==> src/rtl/ifu_fetch.sv <==
// Instruction fetch unit: owns the PC, issues in-order imem requests and queues returned words for decode.
// Optional IFU_MISALIGN_CHECK_EN adds fetch_misaligned and halts fetch after a misaligned redirect.
module ifu_fetch #(
    parameter logic [31:0] RESET_PC = 32'h0000_0000
) (
    input  logic        clk,
    input  logic        rst_n,
    output logic        imem_req_valid,
    input  logic        imem_req_ready,
    output logic [31:0] imem_req_addr,
    input  logic        imem_rsp_valid,
    input  logic [31:0] imem_rsp_data,
    input  logic        redirect_valid,
    input  logic [31:0] redirect_pc,
    output logic        inst_valid,
    input  logic        inst_ready,
    output logic [31:0] inst,
    output logic [31:0] inst_pc,
    output logic [4:0]  opcode
`ifdef IFU_MISALIGN_CHECK_EN
    ,
    output logic        fetch_misaligned
`endif
);

    logic [31:0] fetch_pc, fetch_pc_n;
    logic [1:0]  alloc, alloc_n;
    logic [1:0]  filled, filled_n;
    logic [31:0] ent_pc [2];
    logic [31:0] ent_pc_n [2];
    logic [31:0] ent_data [2];
    logic [31:0] ent_data_n [2];
    logic        head, head_n;
    logic        tail, tail_n;
    logic [1:0]  drop_cnt, drop_n;

    logic [1:0]  unfilled;
    logic [1:0]  alloc_cnt;
    logic [1:0]  unfilled_cnt;
    logic [2:0]  used;
    logic [2:0]  drop_sum;
    logic        pop;
    logic        accept;
    logic        has_slot;
    logic        rsp_idx;
    logic        rsp_hit;
    logic        misaligned;
    logic        misaligned_n;

    assign unfilled     = alloc & ~filled;
    assign alloc_cnt    = {1'b0, alloc[0]} + {1'b0, alloc[1]};
    assign unfilled_cnt = {1'b0, unfilled[0]} + {1'b0, unfilled[1]};
    assign used         = {1'b0, alloc_cnt} + {1'b0, drop_cnt};

    assign inst_valid = alloc[head] & filled[head] & ~redirect_valid;
    assign pop        = inst_valid & inst_ready;

    // A pop this cycle frees a slot that the new request may reuse immediately.
    assign has_slot       = (used < 3'd2) || (pop && (used == 3'd2));
    assign imem_req_valid = rst_n & has_slot & ~redirect_valid & ~misaligned;
    assign imem_req_addr  = fetch_pc;
    assign accept         = imem_req_valid & imem_req_ready;

    // Entries are allocated in order from head, so the oldest unfilled one is head or head+1.
    assign rsp_idx = unfilled[head] ? head : ~head;
    assign rsp_hit = unfilled[rsp_idx];

    assign inst    = ent_data[head];
    assign inst_pc = ent_pc[head];
    assign opcode  = ent_data[head][6:2];

    always_comb begin
        fetch_pc_n   = fetch_pc;
        alloc_n      = alloc;
        filled_n     = filled;
        ent_pc_n     = ent_pc;
        ent_data_n   = ent_data;
        head_n       = head;
        tail_n       = tail;
        drop_n       = drop_cnt;
        misaligned_n = misaligned;
        drop_sum     = {1'b0, drop_cnt} + {1'b0, unfilled_cnt};

        if (redirect_valid) begin
            alloc_n       = '0;
            filled_n      = '0;
            ent_pc_n[0]   = '0;
            ent_pc_n[1]   = '0;
            ent_data_n[0] = '0;
            ent_data_n[1] = '0;
            head_n        = 1'b0;
            tail_n        = 1'b0;
            // A response landing now answers the oldest outstanding request, so it is one fewer to drop.
            if (imem_rsp_valid && (drop_sum != 3'd0)) begin
                drop_sum = drop_sum - 3'd1;
            end
            drop_n       = drop_sum[1:0];
            fetch_pc_n   = redirect_pc & 32'hFFFF_FFFC;
            misaligned_n = |redirect_pc[1:0];
        end else begin
            if (imem_rsp_valid) begin
                if (drop_cnt != 2'd0) begin
                    drop_n = drop_cnt - 2'd1;
                end else if (rsp_hit) begin
                    filled_n[rsp_idx]   = 1'b1;
                    ent_data_n[rsp_idx] = imem_rsp_data;
                end
            end
            if (pop) begin
                alloc_n[head]    = 1'b0;
                filled_n[head]   = 1'b0;
                ent_pc_n[head]   = '0;
                ent_data_n[head] = '0;
                head_n           = ~head;
            end
            if (accept) begin
                alloc_n[tail]    = 1'b1;
                filled_n[tail]   = 1'b0;
                ent_pc_n[tail]   = fetch_pc;
                ent_data_n[tail] = '0;
                tail_n           = ~tail;
                fetch_pc_n       = fetch_pc + 32'd4;
            end
        end
    end

    always_ff @(posedge clk or negedge rst_n) begin
        if (!rst_n) begin
            fetch_pc    <= RESET_PC;
            alloc       <= '0;
            filled      <= '0;
            ent_pc[0]   <= '0;
            ent_pc[1]   <= '0;
            ent_data[0] <= '0;
            ent_data[1] <= '0;
            head        <= 1'b0;
            tail        <= 1'b0;
            drop_cnt    <= '0;
        end else begin
            fetch_pc    <= fetch_pc_n;
            alloc       <= alloc_n;
            filled      <= filled_n;
            ent_pc[0]   <= ent_pc_n[0];
            ent_pc[1]   <= ent_pc_n[1];
            ent_data[0] <= ent_data_n[0];
            ent_data[1] <= ent_data_n[1];
            head        <= head_n;
            tail        <= tail_n;
            drop_cnt    <= drop_n;
        end
    end

`ifdef IFU_MISALIGN_CHECK_EN
    always_ff @(posedge clk or negedge rst_n) begin
        if (!rst_n) begin
            misaligned <= 1'b0;
        end else begin
            misaligned <= misaligned_n;
        end
    end

    assign fetch_misaligned = misaligned;
`else
    assign misaligned = 1'b0;
`endif

endmodule
==> config.mk <==
export PLATFORM = sky130hd
export DESIGN_NAME = ifu_fetch
export DESIGN_NICKNAME = d
export VERILOG_FILES = /design/src/rtl/ifu_fetch.sv
export SDC_FILE = /design/constraint.sdc
export NUM_CORES = 1
export LEC_CHECK = 0
export CORE_ASPECT_RATIO = 1.5
export CORE_MARGIN = 1.5
export CORE_UTILIZATION = 55
export CTS_CLUSTER_DIAMETER = 120
export DETAILED_ROUTE_END_ITERATION = 8
export PLACE_DENSITY_LB_ADDON = 0.25
export SETUP_SLACK_MARGIN = 0.1
export SLEW_MARGIN = 20
export SYNTH_ARGS = -nofsm -noshare
export SYNTH_HDL_FRONTEND = slang
export SYNTH_SLANG_ARGS = --single-unit
==> constraint.sdc <==
create_clock -name clk -period 6.6 [get_ports clk]
set_input_delay 0.66 -clock clk [delete_from_list [all_inputs] [get_ports clk]]
set_output_delay 0.66 -clock clk [all_outputs]
set_load 0.1 [all_outputs]
# After elaboration in Yosys (flattened, before gate mapping)
# Cells that the tools add are included.
[classes] reduce_logical=16 bitwise=26 addsub=7 n_eq_ne=1 order_cmp=13 mux=63
[op_table] operator="two-way mux 64 bit" n=12
[op_table] operator="two-way mux 32 bit" n=11
[op_table] operator="AND 64 bit" n=3
[op_table] operator="bitwise mux 64 bit" n=2
[op_table] operator="NOT 64 bit" n=2
[op_table] operator="demux 32 bit (select 1 bit)" n=3
[op_table] operator="adder 32 x 3 -> 32 bit, second input constant" n=1
[op_table] operator="two-way mux 2 bit" n=16
[op_table] operator="two-way mux 1 bit" n=16
[op_table] operator="nonzero test 2 bit" n=5
[op_table] operator="AND 2 bit" n=4
[op_table] operator="logical AND 1 bit" n=8
[op_table] operator="adder 2 x 2 -> 3 bit" n=2
[op_table] operator="AND 1 bit" n=6
[op_table] operator=">= comparator 2 bit, second input constant" n=3
[op_table] operator="< comparator 1 x 2 -> 1 bit, second input constant" n=3
[op_table] operator="< comparator 2 x 1 -> 1 bit, second input constant" n=3
[op_table] operator="NOT 1 -> 2 bit" n=3
[op_table] operator="NOT 2 bit" n=3
[op_table] operator="adder 1 x 1 -> 2 bit" n=2
[op_table] operator="OR 2 bit" n=2
[op_table] operator="subtractor 2 x 1 -> 2 bit, second input constant" n=2
[op_table] operator="demux 1 bit (select 1 bit)" n=3
[op_table] operator="== test 3 x 2 -> 1 bit, second input constant" n=1
[op_table] operator="other kinds (6)" n=10
[word_totals] ff_bits=168 in_bits=70 output_inout_bits=103 elab_cells=136

# Logic depth before layout (Yosys ltp)
# Gate-level depths: netlist (run 1).
[logic_depth] word_depth=21 depth_mapped=11 ltp_nobuf=10

# Least setup slack after synthesis (run 1)
# Ideal clock, no wire load.
[synth_path] path_kind="register to output" from="reg alloc[0]" to="out imem_req_valid" path_stages_with_launch=7 path_slack_ps=2119 required_time_ps=5940 arrival_time_ps=3821 n_path_buf=0 cell_sequence="dfrtp_1 inv_1 fa_1 ha_1 nand4b_1 a21o_1 a21boi_0"
[synth_between] elab_chain_len=9 word_cells_on_any_way=13 cone_classes="2 x add/sub; 1 x order compare; 1 x eq/ne; 2 x mux; 5 x bitwise; 2 x reduce/logical"
[synth_rtl] element="start, declared" line="27" source="logic [1:0] alloc, alloc_n;"
[synth_rtl] element="start signal, assigned" line="141" source="alloc <= alloc_n;"
[synth_rtl] element="branches (longest 6 deep; another with adder 2 x 2 -> 3 bit)"
[synth_rtl] element="logical OR 1 bit (*)" line="59" source="assign has_slot = (used < 3'd2) || (pop && (used == 3'd2));"
[synth_rtl] element="AND 1 bit (*) (2 in a row)" line="60" source="assign imem_req_valid = rst_n & has_slot & ~redirect_valid & ~misaligned;"
[synth_rtl] element="end, declared" line="8" source="output logic imem_req_valid,"
# Every way passes the cells marked *. The select of a mux whose other input is x is not followed.

# Worst setup path after layout (run 1)
[layout_path] from="reg head" to="out imem_req_valid"
[layout_between] elab_chain_len=9 word_cells_on_any_way=11 cone_classes="4 x mux; 5 x bitwise; 2 x reduce/logical"
[layout_rtl] element="start, declared" line="33" source="logic head, head_n;"
[layout_rtl] element="start signal, assigned" line="147" source="head <= head_n;"
[layout_rtl] element="two-way mux 1 bit (implied by the code) (2 in a row)" line="55" source="assign inst_valid = alloc[head] & filled[head] & ~redirect_valid;"
[layout_rtl] element="AND 1 bit (*) (2 in a row)" line="55"
[layout_rtl] element="AND 1 bit (*)" line="56" source="assign pop = inst_valid & inst_ready;"
[layout_rtl] element="logical AND 1 bit (*)" line="59"
[layout_rtl] element="logical OR 1 bit (*)" line="59"
[layout_rtl] element="AND 1 bit (*) (2 in a row)" line="60"
# Every way passes the cells marked *; elsewhere a longest branch is shown, timed or not. The select of a mux whose other input is x is not followed.

==> results.ini, run 1 <==
[clocking]
clock_sinks=166
cts_max_path_buffers=2
clock_latency_ns=0.42
clk_pin_slew_ns=0.06
post_cts_resized=0
ctsHoldBuffers=0
cts_buffers=17
cts_tree=done
ctsRootBufferMaster=clkbuf_16
cts_htree_levels=4
post_cts_buffers=0

[sta]
setup_viol=0
grt_setup_unrepaired=false
clock_skew_ns=0.00910
slew-limit-headroom=0.290
min_period_over_period=0.666
timing.setup.tns_ns=0
fmax_mhz=228
hold_viol=0
tightest_slew_ns=1.07
slew_viol_final=0
period_minus_slack_ns=4.39

[global_routing]
antenna_found_initial=0
grt_pass1_vias=6946
grt_use_total=0.286
grt_pass1_wl_um=34300
grt_max_degree=78
grt_overflow=0

[worst_setup_path]
startpoint_type=flip-flop
criticalPathCategory=flip-flop to output port
crit_arrival_ns=3.73
endpoint_kind=output port
required_ns=5.94
crit_fanout=73
rr_worst_depth=6

[floorplanning]
start_util=0.561
fp.dieH_um=152
die_w_um=102
num_rows=54
core_um2=14500
dieArea_um2=15500
io_pins=173

[synthesis]
syn_inst=824
synth_warnings=0
synth_edf_count=0
synth_cell_types=65
syn-cell-area_um2=8110
avgSynthCellArea_um2=9.84
ys_seq_area_frac=0.512
synth_ff_type=dfrtp_1
synth_seq_cells=166
async_flop_share=1.00

[cells_and_area]
drive_gt1_frac=0.134
layout_common_cells=nand2_1 (202), clkdlybuf4s50_1 (167), dfrtp_1 (165)
mostFrequentLayoutCell=nand2_1
syn_to_final_growth_pct=29.7
finalInstanceArea_um2=10500
diodes=0
multi_input_area_um2=3660
utilization=0.727
nFillCells=1107
regArea_um2=4160
final_nets=1045

[run_status]
status=finished, final reports clean

[drt]
vias=6866
antenna_left=0
highest-signal-layer=met4
route.met3.wl_um=1170
dr.pass1.iters=5
vias_per_cell=5.85
wirelength_um=21300
m1WireLength_um=8630
wl_per_cell_um=18.2
initialDrtViolationCount=388
routed-wl-met2_um=11100
drc=0

[power]
peakVddDrop_uv=188
leakagePower_nw=4.60
finalPower_mw=2.94
p_per_area_nw_per_um2=280

[placement]
dp_hpwl_um=13700
place.gp.congestion=0.820
port_buffers=168
dpl_cell_area_um2=9930

[flow_run]
drv_cap=0

[worst_hold_path]
hold_path.class=primary input to async pin

-- through the flow --
step	setup slack, ns	hold slack [ns]	instances
final	2.21	0.119	1173
after global routing	2.03	0.132	1173
after CTS	2.20	0.121	1173
after detailed placement	2.68	0.467	1144
after global placement	2.70	0.465	1144
after floorplan	2.12	0.364	825
-- cell type report --
class / instances / area share
multi-input combinational: 579 / 0.348
sequential: 166 / 0.395
timing repair buffer: 183 / 0.171
clock inverter: 9 / 0.0121
tap: 196 / 0.0233
inverter: 20 / 0.00714
clock buffer: 20 / 0.0434
-- cells by family (layout without fill, tap and decap cells) --
group | after synthesis | in the layout | share of synthesized area
xor gates and xnor gates | 5 | 5 | 0.00540
adders and majority gates | 8 | 8 | 0.0142
buffers and inverters | 80 | 232 | 0.0424
DFF | 166 | 166 | 0.512
and+or+nand+nor | 309 | 309 | 0.175
muxes | 68 | 68 | 0.0941
other | 1 | 2 | 0.000462
AOI/OAI and AO/OA | 187 | 187 | 0.156
-- flip-flops by register name (all words and copies together) (netlist names) --
register,flops
head,1
alloc,2
drop_cnt,2
tail,1
filled,2
imem_req_addr,30
ent_data,64
ent_pc,64
-- synth_stat cells (4+ instances only) --
library cell / instances / area share
nand2_1: 202 / 0.093
a21oi_1: 75 / 0.046
nand2b_1: 5 / 0.0039
o211ai_1: 10 / 0.0093
or3_1: 4 / 0.0031
nor3_1: 8 / 0.0049
o21bai_1: 5 / 0.0046
nor2_1: 12 / 0.0056
a22o_1: 30 / 0.032
o21ai_0: 21 / 0.013
a221o_1: 8 / 0.0099
ha_1: 6 / 0.0093
nand3_1: 41 / 0.025
mux2_2: 66 / 0.092
buf_4: 7 / 0.0065
buf_1: 5 / 0.0023
clkbuf_1: 34 / 0.016
and3_1: 8 / 0.0062
nand4_1: 7 / 0.0054
buf_2: 14 / 0.0086
dfrtp_1: 166 / 0.51
inv_1: 20 / 0.0093
a21o_1: 6 / 0.0056
-- critical path, stage by stage (launching register included) --
cell and delay, ns:
dfrtp_4 1.12, nand3_1 0.36, a21o_1 0.35, a21boi_0 0.27, clkdlybuf4s50_1 1.20
-- path summary, 6_finish.rpt --
path	startpoint	end	slack, ns
min in group clk	ent_pc[32]	ent_pc[32]	0.48
worst max register to register	head	ent_data[63]	3.36
worst max-delay path	head	imem_req_valid	2.21
worst min-delay path	rst_n	ent_data[3]	0.12
worst min register to register	ent_pc[32]	ent_pc[32]	0.48
max in group asynchronous	rst_n	head	5.09
-- routing by layer --
| layer | GRT usage | vias up |
|---|---|---|
| li1 | - | 3166 |
| met1 | 0.355 | 3414 |
| met2 | 0.494 | 257 |
| met3 | 0.0509 | 29 |
| met4 | 0.109 | 0 |
| met5 | 0 | - |
-- report_power, final --
part           internal (mW)  switching (mW)
registers               1.08          0.0753
clock network          0.608           0.387
logic                  0.225           0.569
Note: power is estimated with default switching activity, not from simulation.
==> run 2: changes to the inputs <==
--- a/config.mk
+++ b/config.mk
@@ -7,7 +7,7 @@
 export LEC_CHECK = 0
 export CORE_ASPECT_RATIO = 1.5
 export CORE_MARGIN = 1.5
-export CORE_UTILIZATION = 55
+export CORE_UTILIZATION = 51
 export CTS_CLUSTER_DIAMETER = 120
 export DETAILED_ROUTE_END_ITERATION = 8
 export PLACE_DENSITY_LB_ADDON = 0.25
==> constraint.sdc (replaced) <==
create_clock -name clk -period 4.4 [get_ports clk]
set_input_delay 0.44 -clock clk [delete_from_list [all_inputs] [get_ports clk]]
set_output_delay 0.44 -clock clk [all_outputs]
set_load 0.1 [all_outputs]
==> run 2 against run 1 <==
Sequential cell count unchanged. Clock power up 44%. Critical path depth down 2. Worst hold slack better by 0.32 ns.
==> results.ini, run 2 (synthesized netlist as in run 1, its figures left out) <==
[run_status]
status=finished, final reports clean

[sta]
fmax_mhz=283
setup_viol=0
clock_skew_ns=0.00908
timing.setup.tns_ns=0
period_minus_slack_ns=3.53
hold_viol=0
slew_viol_final=0
hold_slack_ns=0.436
tightest_slew_ns=1.10
grt_setup_unrepaired=false
min_period_over_period=0.803
slew-limit-headroom=0.269

[clocking]
clk_pin_slew_ns=0.07
clock_sinks=166
clock_latency_ns=0.42
post_cts_resized=0
cts_buffers=17
ctsRootBufferMaster=clkbuf_16
cts_tree=done
cts_max_path_buffers=2
cts_htree_levels=4

[drt]
wl_per_cell_um=18.2
antenna_left=0
wirelength_um=21500
drc=0
initialDrtViolationCount=347
vias_per_cell=5.74
dr.pass1.iters=4
vias=6784

[power]
switchingPower_mw=1.61
peakVddDrop_uv=287
clockPowerShare=0.328
switching_share=0.370
p_int_mw=2.74
leakagePower_nw=4.57
comb_power_share=0.275
p_per_area_nw_per_um2=413
p_seq_frac=0.397

[worst_setup_path]
worstReg2RegStart=head
worst_r2r_endpoint=ent_pc[24]
critical-path-max-stage-delay_ns=1.13
rrSetupSlack_ns=1.09
critPathBufInv=1
endpoint_kind=output port
crit_arrival_ns=3.09
rr_worst_depth=5
crit_chain=mux2_2, clkdlybuf4s50_1
criticalPathCategory=flip-flop to output port
cp_top_family=flip-flops
required_ns=3.96
crit_fanout=73
startpoint_type=flip-flop
slowest_stage=dfrtp_4

[placement]
place.gp.congestion=0.831
port_buffers=168
dp_hpwl_um=13700

[cells_and_area]
utilization=0.673
syn_to_final_growth_pct=29.6
regArea_um2=4160
diodes=0
drive_gt1_frac=0.137
nFillCells=1278
layout_common_cells=nand2_1 (202), dfrtp_1 (165), clkdlybuf4s50_1 (163)
final_nets=1044
multi_input_area_um2=3680
mostFrequentLayoutCell=nand2_1

[global_routing]
grt_use_total=0.267
grt_pass1_vias=6801
met3_usage=0.0398
use_met2=0.462
grt_max_degree=82
grt_use_met1=0.337
grt_busiest_layer=met2
antenna_found_initial=0
grt_overflow=0
grt_pass1_wl_um=34900

[floorplanning]
fp.dieH_um=157
die_w_um=106
core_um2=15600
dieArea_um2=16700
io_pins=173
num_rows=56
start_util=0.519

[worst_hold_path]
hold_path.class=primary input to async pin

[flow_run]
drv_cap=0

[run 2: through the flow]
| step | power [mW] | worst slack (ns) | instances | cell area (um2) |
|---|---|---|---|---|
| 2_1_floorplan | 2.58 | 0.139 | 825 | 8120 |
| 3_3_place_gp | 2.92 | 1.18 | 1149 | 9930 |
| 3_5_place_dp | 2.94 | 1.12 | 1149 | 9930 |
| 4_1_cts | 4.36 | 0.862 | 1182 | 10500 |
| 5_1_grt | 4.51 | 0.760 | 1182 | 10500 |
| 6_report | 4.34 | 0.867 | 1182 | 10500 |
[run 2: cell type report]
| class | instances | area share |
|---|---|---|
| multi-input cells | 579 | 0.351 |
| clock inverters | 12 | 0.0113 |
| flip-flops and latches | 166 | 0.396 |
| clock buffers | 20 | 0.0416 |
| inverters | 20 | 0.00714 |
| well taps | 203 | 0.0242 |
| repair buffers | 182 | 0.170 |
[run 2: metal layers]
| metal | wire length [um] | vias up | part of all wire |
|---|---|---|---|
| li1 | - | 3160 | - |
| met5 | 0 | - | 0 |
| met4 | 422 | 0 | 0.020 |
| met2 | 11000 | 203 | 0.51 |
| met3 | 904 | 29 | 0.042 |
| met1 | 9190 | 3392 | 0.43 |
[run 2: how the worst max path moves through the flow]
stage,to,from,slack (ns),cells after the start
2_1_floorplan,imem_req_valid,alloc[0],0.14,6
3_3_place_gp,ent_pc[11],head,1.18,5
3_5_place_dp,ent_pc[24],head,1.12,5
4_1_cts,inst_pc[8],head,0.86,2
5_1_grt,inst_pc[15],head,0.76,2
6_report,inst_pc[18],head,0.87,2
[run 2: power groups by stage]
| stage | logic [mW] | clock network (mW) | registers [mW] |
|---|---|---|---|
| 3_5_place_dp | 1.19 | 0 | 1.75 |
| 3_3_place_gp | 1.18 | 0 | 1.75 |
| 6_report | 1.19 | 1.43 | 1.73 |
| 4_1_cts | 1.20 | 1.45 | 1.72 |
| 5_1_grt | 1.26 | 1.51 | 1.74 |
| 2_1_floorplan | 0.632 | 0 | 1.95 |
[run 2: timing repair]
item,CTS,global route
endpoints found under the hold margin,18,0
hold buffers,1,0
setup buffers,0,0
